--- config.mk ---
export PLATFORM = sky130hd
export DESIGN_NAME = fir_mac_unit
export DESIGN_NICKNAME = d
export VERILOG_FILES = /design/src/rtl/fir_pkg.sv /design/src/rtl/fir_mac_unit_multiplier.sv /design/src/rtl/fir_mac_unit.sv
export SDC_FILE = /design/constraint.sdc
export NUM_CORES = 1
export LEC_CHECK = 0
export CORE_MARGIN = 1.5
export CORE_UTILIZATION = 55
export CTS_CLUSTER_DIAMETER = 80
export DETAILED_ROUTE_END_ITERATION = 6
export PLACE_DENSITY = 0.89
export SYNTH_ARGS = -nofsm -noshare
export SYNTH_HDL_FRONTEND = slang
export SYNTH_SLANG_ARGS = --single-unit
--- constraint.sdc ---
create_clock -name clk -period 4.43 [get_ports clk]
set_clock_uncertainty 0.2 [all_clocks]
set_input_delay 1.1075 -clock clk [delete_from_list [all_inputs] [get_ports clk]]
set_output_delay 1.1075 -clock clk [all_outputs]
set_load 0.05 [all_outputs]
--- src/rtl/fir_pkg.sv ---
// Shared definitions for the FIR multiply-accumulate stage: state encoding,
// default widths and writeback saturation limits.
package fir_pkg;

  localparam int FIR_DATA_W  = 8;
  localparam int FIR_ADDR_W  = 3;
  localparam int FIR_GUARD_W = 4;
  localparam int FIR_ACC_W   = 2 * FIR_DATA_W + FIR_GUARD_W;

  typedef enum logic [1:0] {
    IDLE = 2'd0,
    MULT = 2'd1,
    ACC  = 2'd2,
    WB   = 2'd3
  } macStateT;

  // Signed writeback range limits used when saturation is enabled
  localparam logic [FIR_DATA_W-1:0] SAT_MAX = 8'h7F;
  localparam logic [FIR_DATA_W-1:0] SAT_MIN = 8'h80;

endpackage

--- src/rtl/fir_mac_unit_multiplier.sv ---
// Unsigned shift-add multiplier for operand magnitudes. The top module
// drives one step per cycle and supplies its down-counter; ready marks the
// step taken while the counter is at zero, i.e. the last one.
// The magnitude of the most negative operand needs DATA_W+1 bits, so the
// inputs are one bit wider than the data path. Bit DATA_W of the multiplier
// is folded in at load time (preloading mcand << DATA_W), leaving DATA_W
// steps for the remaining bits.
module shift_add_multiplier
  import fir_pkg::*;
#(
  parameter int DATA_W = FIR_DATA_W,
  parameter int CNT_W  = $clog2(FIR_DATA_W)
) (
  input  logic                  clk,
  input  logic                  rst,
  input  logic                  load,
  input  logic                  step,
  input  logic [CNT_W-1:0]      count,
  input  logic [DATA_W:0]       mcandIn,
  input  logic [DATA_W:0]       mplierIn,
  output logic [2*DATA_W+1:0]   product,
  output logic                  ready
);

  localparam int MAG_W  = DATA_W + 1;
  localparam int PROD_W = 2 * MAG_W;

  logic [PROD_W-1:0] mcandR;
  logic [PROD_W-1:0] productR;
  logic [DATA_W-1:0] mplierR;

  // Load operands, then add the shifted multiplicand for each set multiplier bit
  always_ff @(posedge clk or posedge rst) begin
    if (rst) begin
      mcandR   <= '0;
      mplierR  <= '0;
      productR <= '0;
    end else if (load) begin
      mcandR   <= {{MAG_W{1'b0}}, mcandIn};
      mplierR  <= mplierIn[DATA_W-1:0];
      productR <= mplierIn[DATA_W] ? ({{MAG_W{1'b0}}, mcandIn} << DATA_W) : '0;
    end else if (step) begin
      if (mplierR[0]) begin
        productR <= productR + mcandR;
      end
      mcandR  <= mcandR << 1;
      mplierR <= mplierR >> 1;
    end
  end

  assign ready   = step && (count == {CNT_W{1'b0}});
  assign product = productR;

endmodule

--- src/rtl/fir_mac_unit.sv ---
// Multi-cycle signed multiply-accumulate stage for the FIR datapath.
// Operands come from the register-file read ports; the accumulated result
// is written back through registered regWrite/writeRegister/writeData,
// held stable for the whole WB cycle because the register file writes on
// the falling edge.
// Optional build macro: FIR_MAC_SATURATE_EN -- when defined, writeData is
// clamped to the signed DATA_W range instead of wrapping.
module fir_mac_unit
  import fir_pkg::*;
#(
  parameter int DATA_W    = FIR_DATA_W,
  parameter int ADDR_W    = FIR_ADDR_W,
  parameter int GUARD_W   = FIR_GUARD_W,
  parameter int FRAC_BITS = 0
) (
  input  logic                          clk,
  input  logic                          rst,
  input  logic                          start,
  input  logic                          clearAcc,
  input  logic [DATA_W-1:0]             operandA,
  input  logic [DATA_W-1:0]             operandB,
  input  logic [ADDR_W-1:0]             destRegister,
  output logic                          busy,
  output logic                          done,
  output logic                          regWrite,
  output logic [ADDR_W-1:0]             writeRegister,
  output logic [DATA_W-1:0]             writeData,
  output logic [2*DATA_W+GUARD_W-1:0]   accOut
);

  localparam int ACC_W  = 2 * DATA_W + GUARD_W;
  localparam int MAG_W  = DATA_W + 1;
  localparam int PROD_W = 2 * MAG_W;
  localparam int CNT_W  = $clog2(DATA_W);

  macStateT state, nextState;

  logic               accept, mulStep, doAcc, idleClear, mulReady;
  logic [CNT_W-1:0]   countR;
  logic               signR, clearR;
  logic [ADDR_W-1:0]  destR;
  logic [MAG_W-1:0]   magA, magB;
  logic [PROD_W-1:0]  mulProduct;
  logic [ACC_W-1:0]   accR, accNext, prodExt, prodSigned;
  logic [DATA_W-1:0]  wbData;
  logic               busyR, doneR, regWriteR;
  logic [ADDR_W-1:0]  writeRegR;
  logic [DATA_W-1:0]  writeDataR;

  // Two's-complement magnitude, one bit wider so -2^(DATA_W-1) is representable
  function automatic logic [MAG_W-1:0] magOf(input logic [DATA_W-1:0] v);
    logic [MAG_W-1:0] ext;
    ext = {v[DATA_W-1], v};
    if (ext[MAG_W-1]) begin
      return (~ext) + {{DATA_W{1'b0}}, 1'b1};
    end else begin
      return ext;
    end
  endfunction

  assign magA = magOf(operandA);
  assign magB = magOf(operandB);

  shift_add_multiplier #(
    .DATA_W (DATA_W),
    .CNT_W  (CNT_W)
  ) uMult (
    .clk      (clk),
    .rst      (rst),
    .load     (accept),
    .step     (mulStep),
    .count    (countR),
    .mcandIn  (magA),
    .mplierIn (magB),
    .product  (mulProduct),
    .ready    (mulReady)
  );

  // State register
  always_ff @(posedge clk or posedge rst) begin
    if (rst) begin
      state <= IDLE;
    end else begin
      state <= nextState;
    end
  end

  // Next-state logic and per-state control strobes
  always_comb begin
    nextState = state;
    accept    = 1'b0;
    mulStep   = 1'b0;
    doAcc     = 1'b0;
    idleClear = 1'b0;
    case (state)
      IDLE: begin
        if (start) begin
          accept    = 1'b1;
          nextState = MULT;
        end else if (clearAcc) begin
          idleClear = 1'b1;
          nextState = IDLE;
        end else begin
          nextState = IDLE;
        end
      end
      MULT: begin
        mulStep = 1'b1;
        if (mulReady) begin
          nextState = ACC;
        end else begin
          nextState = MULT;
        end
      end
      ACC: begin
        doAcc     = 1'b1;
        nextState = WB;
      end
      WB: begin
        nextState = IDLE;
      end
      default: begin
        nextState = IDLE;
      end
    endcase
  end

  // Multiply step counter: DATA_W-1 down to 0 while in MULT
  always_ff @(posedge clk or posedge rst) begin
    if (rst) begin
      countR <= '0;
    end else if (accept) begin
      countR <= CNT_W'(DATA_W - 1);
    end else if (mulStep && (countR != {CNT_W{1'b0}})) begin
      countR <= countR - CNT_W'(1);
    end
  end

  // Capture sign, destination and clear mode when an operation is accepted
  always_ff @(posedge clk or posedge rst) begin
    if (rst) begin
      signR  <= 1'b0;
      clearR <= 1'b0;
      destR  <= '0;
    end else if (accept) begin
      signR  <= operandA[DATA_W-1] ^ operandB[DATA_W-1];
      clearR <= clearAcc;
      destR  <= destRegister;
    end
  end

  // Apply the sign to the magnitude product and form the new accumulator
  always_comb begin
    prodExt = {{(ACC_W-PROD_W){1'b0}}, mulProduct};
    if (signR) begin
      prodSigned = (~prodExt) + {{(ACC_W-1){1'b0}}, 1'b1};
    end else begin
      prodSigned = prodExt;
    end
    if (clearR) begin
      accNext = prodSigned;
    end else begin
      accNext = accR + prodSigned;
    end
  end

`ifdef FIR_MAC_SATURATE_EN
  localparam logic signed [ACC_W-1:0] SAT_HI = ACC_W'($signed(SAT_MAX));
  localparam logic signed [ACC_W-1:0] SAT_LO = ACC_W'($signed(SAT_MIN));
  logic signed [ACC_W-1:0] accShift;

  // Writeback slice clamped to the signed DATA_W range
  always_comb begin
    accShift = $signed(accNext) >>> FRAC_BITS;
    if (accShift > SAT_HI) begin
      wbData = SAT_MAX;
    end else if (accShift < SAT_LO) begin
      wbData = SAT_MIN;
    end else begin
      wbData = accShift[DATA_W-1:0];
    end
  end
`else
  // Writeback slice taken straight from the accumulator (wraps)
  always_comb begin
    wbData = accNext[FRAC_BITS+DATA_W-1:FRAC_BITS];
  end
`endif

  // Accumulator and registered status/writeback outputs
  always_ff @(posedge clk or posedge rst) begin
    if (rst) begin
      accR       <= '0;
      busyR      <= 1'b0;
      doneR      <= 1'b0;
      regWriteR  <= 1'b0;
      writeRegR  <= '0;
      writeDataR <= '0;
    end else begin
      if (accept) begin
        busyR <= 1'b1;
      end else if (state == WB) begin
        busyR <= 1'b0;
      end
      if (doAcc) begin
        accR       <= accNext;
        doneR      <= 1'b1;
        regWriteR  <= (destR != {ADDR_W{1'b0}});
        writeRegR  <= destR;
        writeDataR <= wbData;
      end else if (state == WB) begin
        doneR      <= 1'b0;
        regWriteR  <= 1'b0;
        writeRegR  <= '0;
        writeDataR <= '0;
      end else if (idleClear) begin
        accR <= '0;
      end
    end
  end

  assign busy          = busyR;
  assign done          = doneR;
  assign regWrite      = regWriteR;
  assign writeRegister = writeRegR;
  assign writeData     = writeDataR;
  assign accOut        = accR;

endmodule

==> results.json, run 1 <==
{
  "outcome": "finished, final reports clean",
  "fin_area_um2": 6990,
  "syn-num-nets": 787,
  "syn-cell-area_um2": 6140,
  "crit_path_start": "uMult.product[2]$_DFFE_PP0P_",
  "yosys-top-cells-count": "nand2_1 (124), dfrtp_1 (88), o21ai_0 (81)",
  "drv_slew": 0,
  "synth-compound-area-share_pct": 22.9,
  "synthFlopType": "dfrtp_1",
  "grt_overflow": 0,
  "place_inst": 890,
  "synth_edf_count": 0,
  "cts_max_path_buffers": 2,
  "cts_setup_buffers": 0,
  "synth_top_family_by_area": "compound AO/OA/AOI/OAI gates",
  "clock_sinks": 88,
  "die_w_um": 109,
  "startpoint_type": "flip-flop",
  "synth-simple-area-share_pct": 18.7,
  "min_to": "busy$_DFFE_PP0P_",
  "holdWs_ns": 0.287,
  "yosysMostFrequentCell": "nand2_1",
  "io_pins": 57,
  "crit_top_cell": "or4_4",
  "synth_top_area_share_pct": 35.9,
  "timing.final.crit_share_pct": 95.7,
  "stdcell_count": 906,
  "maxCapViolations": 0,
  "crit_chain": "or4_4, or4_4, or3_4, o31ai_4, xnor2_1, ha_2, or2_2, a21o_1, o211a_1, a31o_2, nor4_2, o211ai_1",
  "ys_types": 59,
  "synthXorXnorAreaFrac_pct": 7.27,
  "path_clk_slew_ns": 0.10,
  "finalNetCount": 829,
  "drive_above_1_share_pct": 5.35,
  "pre_cts_slack_ns": 0.132,
  "antenna_found_initial": 0,
  "synthArstFlopShare_pct": 100,
  "r2r_cells": 12,
  "cts_tree": "yes",
  "wire_per_inst_um": 16.1,
  "synth_top_area_cell": "dfrtp_1",
  "r2r_start": "uMult.product[2]$_DFFE_PP0P_",
  "ir_drop_uv": 445,
  "setup_ws_ns": 0.190,
  "required_ns": 4.48,
  "rsz0062_at_grt": "false",
  "worstMarginPinSlew_ns": 0.937,
  "synthTopCellsByArea": "dfrtp_1 (36%), ha_1 (8.8%), nand2_1 (7.6%), o21ai_0 (6.6%), xnor2_1 (4.4%)",
  "final_antenna_net_count": 0,
  "path_max_fanout": 7,
  "wl_met1_um": 6150,
  "wl_met2_um": 7230,
  "path_delay_family": "simple AND/OR/NAND/NOR gates",
  "min_from": "busy$_DFFE_PP0P_",
  "core_area_um2": 10800,
  "setup-tns-final_ns": 0,
  "syn_avg_cell_area_um2": 8.54,
  "insertion_delay_ns": 0.38,
  "power_mw": 5.57,
  "htreeDepth": 3,
  "num_rows": 38,
  "min_period_ns": 4.24,
  "drc": 0,
  "ys_ff_latch": 88,
  "critPathBufInv": 0,
  "grt_max_degree": 50,
  "min_path_cells": 2,
  "dieArea_um2": 11800,
  "reg2reg_to": "accOut[19]$_DFFE_PP0P_",
  "finalWirelength_um": 14600,
  "antenna_cells": 0,
  "regToRegSetupSlack_ns": 0.19,
  "drt_iter0_markers": 386,
  "cts_buffers": 9,
  "place.gp.congestion": 0.944,
  "final_util_pct": 64.5,
  "hpwl_um": 11000,
  "drt_first_pass_iters": 5,
  "start_util_pct": 56.6,
  "dr_wl_met3_um": 875,
  "grt_pass1_vias": 5335,
  "root_buffer": "clkbuf_8",
  "fmax_mhz": 236,
  "yosysSeqAreaShare_pct": 35.9,
  "synthAdderAreaFrac_pct": 9.41,
  "muxShareOfSynthArea_pct": 2.00,
  "vias": 5504,
  "path_class": "flip-flop to flip-flop",
  "hold_viol": 0,
  "syn_inst": 719,
  "final-setup-viol-count": 0,
  "die_h_um": 109,
  "crit_arrival_ns": 4.29,
  "highest_layer": "met4",
  "cp_slowest_cell": "or4_4",
  "viasPerCell": 6.08,
  "io_buffer_count": 56,
  "yosys_warnings": 0,
  "power_leakage_nw": 3.22,
  "critPathCaptureType": "flip-flop",
  "power_density_nw_per_um2": 796,
  "grt_pass1_wl_um": 25100,
  "min_path_type": "flip-flop to flip-flop",
  "placed_area_um2": 6810,
  "slowest_delay_ns": 0.56,
  "grtUsageTotal_pct": 26.9,
  "relSlewSlack_pct": 37.4,
  "area_delta_synth_final_pct": 13.9
}
[worst register-to-register path: cells and delay by family, from the launching register on]
kind            cells  cell delay [ns]
fa+ha+maj           1             0.37
compound gates      5             0.96
flops               1             0.46
simple gates        5             1.94
xor+xnor            1             0.19
[where the power goes]
group / total, mW / switching (mW) / internal, mW
Combinational: 3.54 / 2.14 / 1.40
Clock: 0.521 / 0.312 / 0.209
Sequential: 1.51 / 0.381 / 1.13
[how the worst max path moves through the flow]
| stage | cells past startpoint | end | slack, ns |
|---|---|---|---|
| after floorplan | 12 | accOut[19]$_DFFE_PP0P_ | 0.41 |
| after detailed placement | 12 | accOut[19]$_DFFE_PP0P_ | 0.13 |
| after CTS | 12 | accOut[19]$_DFFE_PP0P_ | 0.12 |
| after global placement | 12 | accOut[19]$_DFFE_PP0P_ | 0.24 |
| after global routing | 13 | accOut[19]$_DFFE_PP0P_ | 0.01 |
| final | 12 | accOut[19]$_DFFE_PP0P_ | 0.19 |
[flip-flops by register name (all words and copies together) (netlist names), named ones only]
| name | flops |
|---|---|
| busy | 1 |
| regWrite | 1 |
| clearR | 1 |
| destR | 3 |
| accOut | 20 |
| countR | 3 |
| uMult.mcandR | 18 |
| writeData | 8 |
| writeRegister | 3 |
| done | 1 |
| uMult.product | 18 |
| state | 1 |
| signR | 1 |
| uMult.mplierR | 8 |
[cell type report]
type	instances	area, µm²
Multi-Input combinational cell	570	3710
Tap cell	140	175
Sequential cell	88	2200
Clock buffer	11	131
Inverter	30	114
Clock inverter	5	38.8
Timing Repair Buffer	62	618
Fill cell	890	3850
[layout by cell type, fill, tap and decap left out, types with 3 or more instances in the layout]
cell type        count
a211oi_1             6
a21o_1              19
a21oi_1             28
a221o_1              3
a22o_1               5
a22oi_1             15
a31oi_1             10
and2_1               9
and3_1               3
buf_4                5
clkbuf_8             9
clkdlybuf4s50_1     56
dfrtp_1             87
ha_1                42
inv_1               29
mux2i_1             10
nand2_1            124
nand2b_1             9
nand3_1             14
nand4_1              6
nor2_1              31
nor2b_1             13
nor3_1              11
o211a_1              4
o211ai_1             3
o21a_1               6
o21ai_0             81
o21bai_1             4
o22ai_1              4
o31ai_1             10
o41ai_1              4
or2_2                4
or3_1                4
or4_1                3
or4_4                3
xnor2_1             31
xor2_1              20
[timing repair]
action | 4_1_cts | 5_1_grt
setup endpoints to repair | 0 | 1
gates resized for setup | 0 | 3
hold buffers | 0 | 0
[layer usage]
metal / global-route usage, % / vias to the layer above
met5: 0 / -
met3: 3.65 / 29
met4: 10.5 / 0
li1: - / 2646
met2: 47.5 / 207
met1: 33.4 / 2622
[kinds of logic after synthesis]
group / count (synthesis)
xor gates and xnor gates: 51
adders and majority gates: 45
buffers and inverters: 61
AOI/OAI and AO/OA: 218
and+or+nand+nor: 244
DFF: 88
muxes: 12
(Power assumes the default switching activity.)
==> run 2, diff against run 1 <==
--- a/config.mk
+++ b/config.mk
@@ -6,10 +6,10 @@
 export NUM_CORES = 1
 export LEC_CHECK = 0
 export CORE_MARGIN = 1.5
-export CORE_UTILIZATION = 55
+export CORE_UTILIZATION = 35
 export CTS_CLUSTER_DIAMETER = 80
 export DETAILED_ROUTE_END_ITERATION = 6
-export PLACE_DENSITY = 0.89
+export PLACE_DENSITY = 0.65
 export SYNTH_ARGS = -nofsm -noshare
 export SYNTH_HDL_FRONTEND = slang
 export SYNTH_SLANG_ARGS = --single-unit
==> constraint.sdc (replaced) <==
create_clock -name clk -period 4.43 [get_ports clk]
set_clock_uncertainty 0.2 [all_clocks]
set_input_delay 1.1075 -clock clk [delete_from_list [all_inputs] [get_ports clk]]
set_output_delay 1.1075 -clock clk [all_outputs]
set_load 0.005 [all_outputs]
==> run 2 against run 1 <==
  * Combinational power down 12%
  * Cell count increased by 9.7%
  * Hold slack improved by 0.0056 ns
  * Non-clock buffer count increased by 3
  * Global-route usage shrank 10 points
  * Critical path depth is the same
  * First-iteration DRC count grew 0.26%
  * Power decreased by 3.0%
  * Critical path type unchanged
  * Sequential cell count did not move
  * Fmax is 0.78% higher
  * Register-to-register slack gained 0.03 ns
  * Die area is 55% higher
==> results.json, run 2 (same netlist as run 1, synthesis figures left out) <==
{
  "outcome": "finished, final reports clean",
  "pre_cts_slack_ns": 0.214,
  "setup_ws_ns": 0.223,
  "largest_reg_flops": 20,
  "final-setup-viol-count": 0,
  "setup-tns-final_ns": 0,
  "place_inst": 978,
  "vias": 5208,
  "drc": 0,
  "regArea_um2": 2200,
  "drt_iter0_markers": 387,
  "root_buffer": "clkbuf_16",
  "min_path_type": "flip-flop to flip-flop",
  "final_antenna_net_count": 0,
  "grt_max_degree": 67,
  "final_util_pct": 42.1,
  "cts_tree": "yes",
  "worstMarginPinSlew_ns": 0.808,
  "fmax_mhz": 238,
  "nFillCells": 1705,
  "io_pins": 57,
  "startpoint_type": "flip-flop",
  "wl_met2_um": 6410,
  "start_util_pct": 35.6,
  "viasPerCell": 5.24,
  "relSlewSlack_pct": 46.0,
  "die_w_um": 135,
  "path_clk_slew_ns": 0.07,
  "finalNetCount": 832,
  "finalWirelength_um": 14300,
  "power_leakage_nw": 3.30,
  "path_class": "flip-flop to flip-flop",
  "timing.final.crit_share_pct": 95.0,
  "hpwl_um": 10800,
  "drive_above_1_share_pct": 5.59,
  "antenna_cells": 0,
  "clock_sinks": 88,
  "highest_layer": "met4",
  "critPathCaptureType": "flip-flop",
  "stdcell_count": 994,
  "final_common_cell": "nand2_1",
  "core_area_um2": 17200,
  "drv_slew": 0,
  "multi_input_area_um2": 3710,
  "wl_met1_um": 7180,
  "place.gp.congestion": 0.876,
  "dieArea_um2": 18300,
  "wire_per_inst_um": 14.4,
  "grt_pass1_wl_um": 24300,
  "io_buffer_count": 56,
  "die_h_um": 135,
  "antenna_found_initial": 0,
  "power_density_nw_per_um2": 744,
  "ir_drop_uv": 251,
  "crit_arrival_ns": 4.23,
  "rsz0062_at_grt": "false",
  "holdBufCountCts": 0,
  "fin_area_um2": 7250,
  "required_ns": 4.46,
  "min_period_ns": 4.21,
  "cts_max_path_buffers": 2,
  "cts_buffers": 9,
  "final_cell_mix": "nand2_1 (124), dfrtp_1 (88), o21ai_0 (81)",
  "hold_viol": 0,
  "num_rows": 48,
  "placed_area_um2": 6940,
  "grt_overflow": 0,
  "holdWs_ns": 0.293,
  "grtUsageTotal_pct": 16.5,
  "maxCapViolations": 0,
  "dr_wl_met3_um": 502,
  "drt_first_pass_iters": 5,
  "htreeDepth": 3,
  "path_max_fanout": 7,
  "area_delta_synth_final_pct": 18.1,
  "insertion_delay_ns": 0.35,
  "power_mw": 5.40,
  "grt_pass1_vias": 5006
}
run 2: worst max-delay path: stages (launching register included):
cell	delay [ns]
dfrtp_1	0.45
or4_4	0.56
or4_4	0.45
or3_4	0.41
o31ai_4	0.18
xnor2_1	0.18
ha_1	0.35
or2_2	0.35
a21o_1	0.20
o211a_1	0.15
a31o_2	0.27
nor4_2	0.20
o211ai_1	0.14
run 2: final timing paths:
path | startpoint | end | slack [ns] | cells after the start
min in group asynchronous | rst | writeData[4]$_DFFE_PP0P_ | 0.86 | 2
worst max-delay path | uMult.product[3]$_DFFE_PP0P_ | accOut[19]$_DFFE_PP0P_ | 0.22 | 12
worst min register to register | signR$_DFFE_PP0P_ | signR$_DFFE_PP0P_ | 0.29 | 2
max in group asynchronous | rst | uMult.product[15]$_DFFE_PP0P_ | 2.49 | 3
worst min-delay path | signR$_DFFE_PP0P_ | signR$_DFFE_PP0P_ | 0.29 | 2
worst max register to register | uMult.product[3]$_DFFE_PP0P_ | accOut[19]$_DFFE_PP0P_ | 0.22 | 12
run 2: layout make-up:
type	instances	share of cell area, %
Sequential cell	88	30.4
Clock inverter	5	0.880
Tap cell	225	3.88
Timing Repair Buffer	65	8.83
Inverter	30	1.57
Clock buffer	11	3.35
Multi-Input combinational cell	570	51.1
run 2: repair_timing:
| action | in CTS | in global routing |
|---|---|---|
| setup buffers | 0 | 0 |
| resized for setup | 0 | 1 |
| setup endpoints to repair | 0 | 1 |
run 2: layer usage:
layer / up-vias / track usage, %
met5: - / 0
met4: 0 / 5.62
met3: 17 / 2.51
met2: 105 / 25.9
met1: 2433 / 23.3
li1: 2653 / -
run 2: power breakdown:
part	total [mW]	switching, mW	leakage [nW]	internal, mW
clock	0.802	0.344	0.147	0.458
sequential	1.48	0.349	1.15	1.13
combinational	3.12	1.71	2.01	1.41
==> run 3, diff against run 2 <==
--- a/config.mk
+++ b/config.mk
@@ -5,7 +5,7 @@
 export SDC_FILE = /design/constraint.sdc
 export NUM_CORES = 1
 export LEC_CHECK = 0
-export CORE_MARGIN = 1.5
+export CORE_MARGIN = 2
 export CORE_UTILIZATION = 35
 export CTS_CLUSTER_DIAMETER = 80
 export DETAILED_ROUTE_END_ITERATION = 6
==> run 3 against run 2 <==
  * Clock-buffer cell count down 1
  * Clock power down 5.9%
  * Wire length down 0.43%
  * Sequential cell count unchanged
  * Combinational power about the same
  * Hold slack worse by 0.0039 ns
  * First-iteration DRC count up 15%
  * Fmax up 1.1%
  * Critical path type unchanged
==> results.json, run 3 (same netlist as run 1, synthesis figures left out) <==
{
  "vias": 5255,
  "holdWs_ns": 0.289,
  "fmax_mhz": 240,
  "place.gp.congestion": 0.854,
  "rsz0062_at_grt": "false",
  "final_common_cell": "nand2_1",
  "io_pins": 57,
  "largest_reg_flops": 20,
  "path_max_fanout": 6,
  "placed_area_um2": 6940,
  "area_delta_synth_final_pct": 17.7,
  "hpwl_um": 10900,
  "clock_sinks": 88,
  "path_clk_slew_ns": 0.07,
  "grt_pass1_wl_um": 24600,
  "cts_tree": "yes",
  "drc": 0,
  "min_period_ns": 4.16,
  "wire_per_inst_um": 14.3,
  "final_antenna_net_count": 0,
  "drt_iter0_markers": 444,
  "hold_viol": 0,
  "slowest_delay_ns": 0.56,
  "worstMarginPinSlew_ns": 0.781,
  "dieArea_um2": 18600,
  "critPathCaptureType": "flip-flop",
  "drt_first_pass_iters": 6,
  "grtUsageTotal_pct": 16.6,
  "ir_drop_uv": 246,
  "place_inst": 979,
  "insertion_delay_ns": 0.35,
  "outcome": "finished, final reports clean",
  "die_w_um": 136,
  "finalNetCount": 833,
  "required_ns": 4.52,
  "drv_slew": 0,
  "setup_ws_ns": 0.270,
  "antenna_found_initial": 0,
  "crit_chain": "or4_4, or4_4, or2_2, o31ai_1, xnor2_1, ha_1, o21a_1, o21a_1, o21ai_0, o21bai_1, a221oi_1, a31o_2",
  "maxCapViolations": 0,
  "root_buffer": "clkbuf_16",
  "antenna_cells": 0,
  "cp_slowest_cell": "or4_4",
  "final_cell_mix": "nand2_1 (124), dfrtp_1 (88), o21ai_0 (81)",
  "core_area_um2": 17200,
  "cts_max_path_buffers": 2,
  "cts_buffers": 9,
  "relSlewSlack_pct": 47.8,
  "grt_overflow": 0,
  "path_class": "flip-flop to flip-flop",
  "startpoint_type": "flip-flop",
  "fin_area_um2": 7230,
  "pre_cts_slack_ns": 0.192,
  "stdcell_count": 994,
  "min_path_type": "flip-flop to flip-flop",
  "path_delay_family": "compound AO/OA/AOI/OAI gates",
  "viasPerCell": 5.29,
  "grt_max_degree": 31,
  "htreeDepth": 3,
  "cts_setup_buffers": 0,
  "io_buffer_count": 56,
  "start_util_pct": 35.6,
  "critPathBufInv": 0,
  "die_h_um": 136,
  "finalWirelength_um": 14300,
  "nFillCells": 1753,
  "drive_above_1_share_pct": 5.59,
  "power_density_nw_per_um2": 738,
  "final-setup-viol-count": 0,
  "num_rows": 48,
  "timing.final.crit_share_pct": 93.9,
  "grt_pass1_vias": 4957,
  "power_leakage_nw": 3.30,
  "crit_arrival_ns": 4.25,
  "setup-tns-final_ns": 0
}
==> run 3: power breakdown <==
part / internal, mW / leakage, nW / switching, mW
Sequential: 1.13 / 1.15 / 0.350
Clock: 0.435 / 0.143 / 0.320
Combinational: 1.40 / 2.01 / 1.70
Total: 2.97 / 3.30 / 2.37
==> run 3: final cells by class <==
cell class	count	area (µm²)	area share, %
Multi-Input combinational cell	570	3710	51.3
Inverter	30	114	1.58
Timing Repair Buffer	66	636	8.79
Clock buffer	10	229	3.17
Clock inverter	5	57.6	0.796
Tap cell	225	282	3.89
Sequential cell	88	2200	30.5
==> run 3: routing by layer <==
layer  vias to the layer above  track usage [%]  routed length [µm]
met1                      2446             23.0                7000
met5                         -                0                   0
met3                        18             2.50                 536
li1                       2663                -                   -
met4                         0             7.12                 332
met2                       128             25.6                6390
==> run 3: timing repair <==
action | CTS | global route
hold buffers | 0 | 0
resized for setup | 0 | 1
setup endpoints to repair | 0 | 1
hold endpoints to repair | 0 | 0
==> run 3: worst paths after layout <==
| path | from | end | slack [ns] | cells past startpoint |
|---|---|---|---|---|
| setup reg to reg | uMult.product[3]$_DFFE_PP0P_ | accOut[18]$_DFFE_PP0P_ | 0.27 | 12 |
| hold reg to reg | busy$_DFFE_PP0P_ | busy$_DFFE_PP0P_ | 0.29 | 2 |
| max in group asynchronous | rst | uMult.mcandR[14]$_DFFE_PP0P_ | 2.36 | 3 |
| min in group asynchronous | rst | writeData[1]$_DFFE_PP0P_ | 0.90 | 2 |
| setup / recovery | uMult.product[3]$_DFFE_PP0P_ | accOut[18]$_DFFE_PP0P_ | 0.27 | 12 |
| hold / removal | busy$_DFFE_PP0P_ | busy$_DFFE_PP0P_ | 0.29 | 2 |
==> run 3: stage by stage <==
step,power (mW),util [%]
2_1_floorplan,3.71,-
3_3_place_gp,4.52,40.2
3_5_place_dp,4.57,40.2
4_1_cts,5.35,41.9
5_1_grt,5.86,41.9
6_report,5.33,41.9
==> run 3: worst register-to-register path, delay by kind of cell (launching register included) <==
kind / cells / cell delay (ns)
adders and majority gates: 1 / 0.35
xor gates and xnor gates: 1 / 0.21
and+or+nand+nor: 3 / 1.34
DFF: 1 / 0.46
AOI/OAI and AO/OA: 7 / 1.53
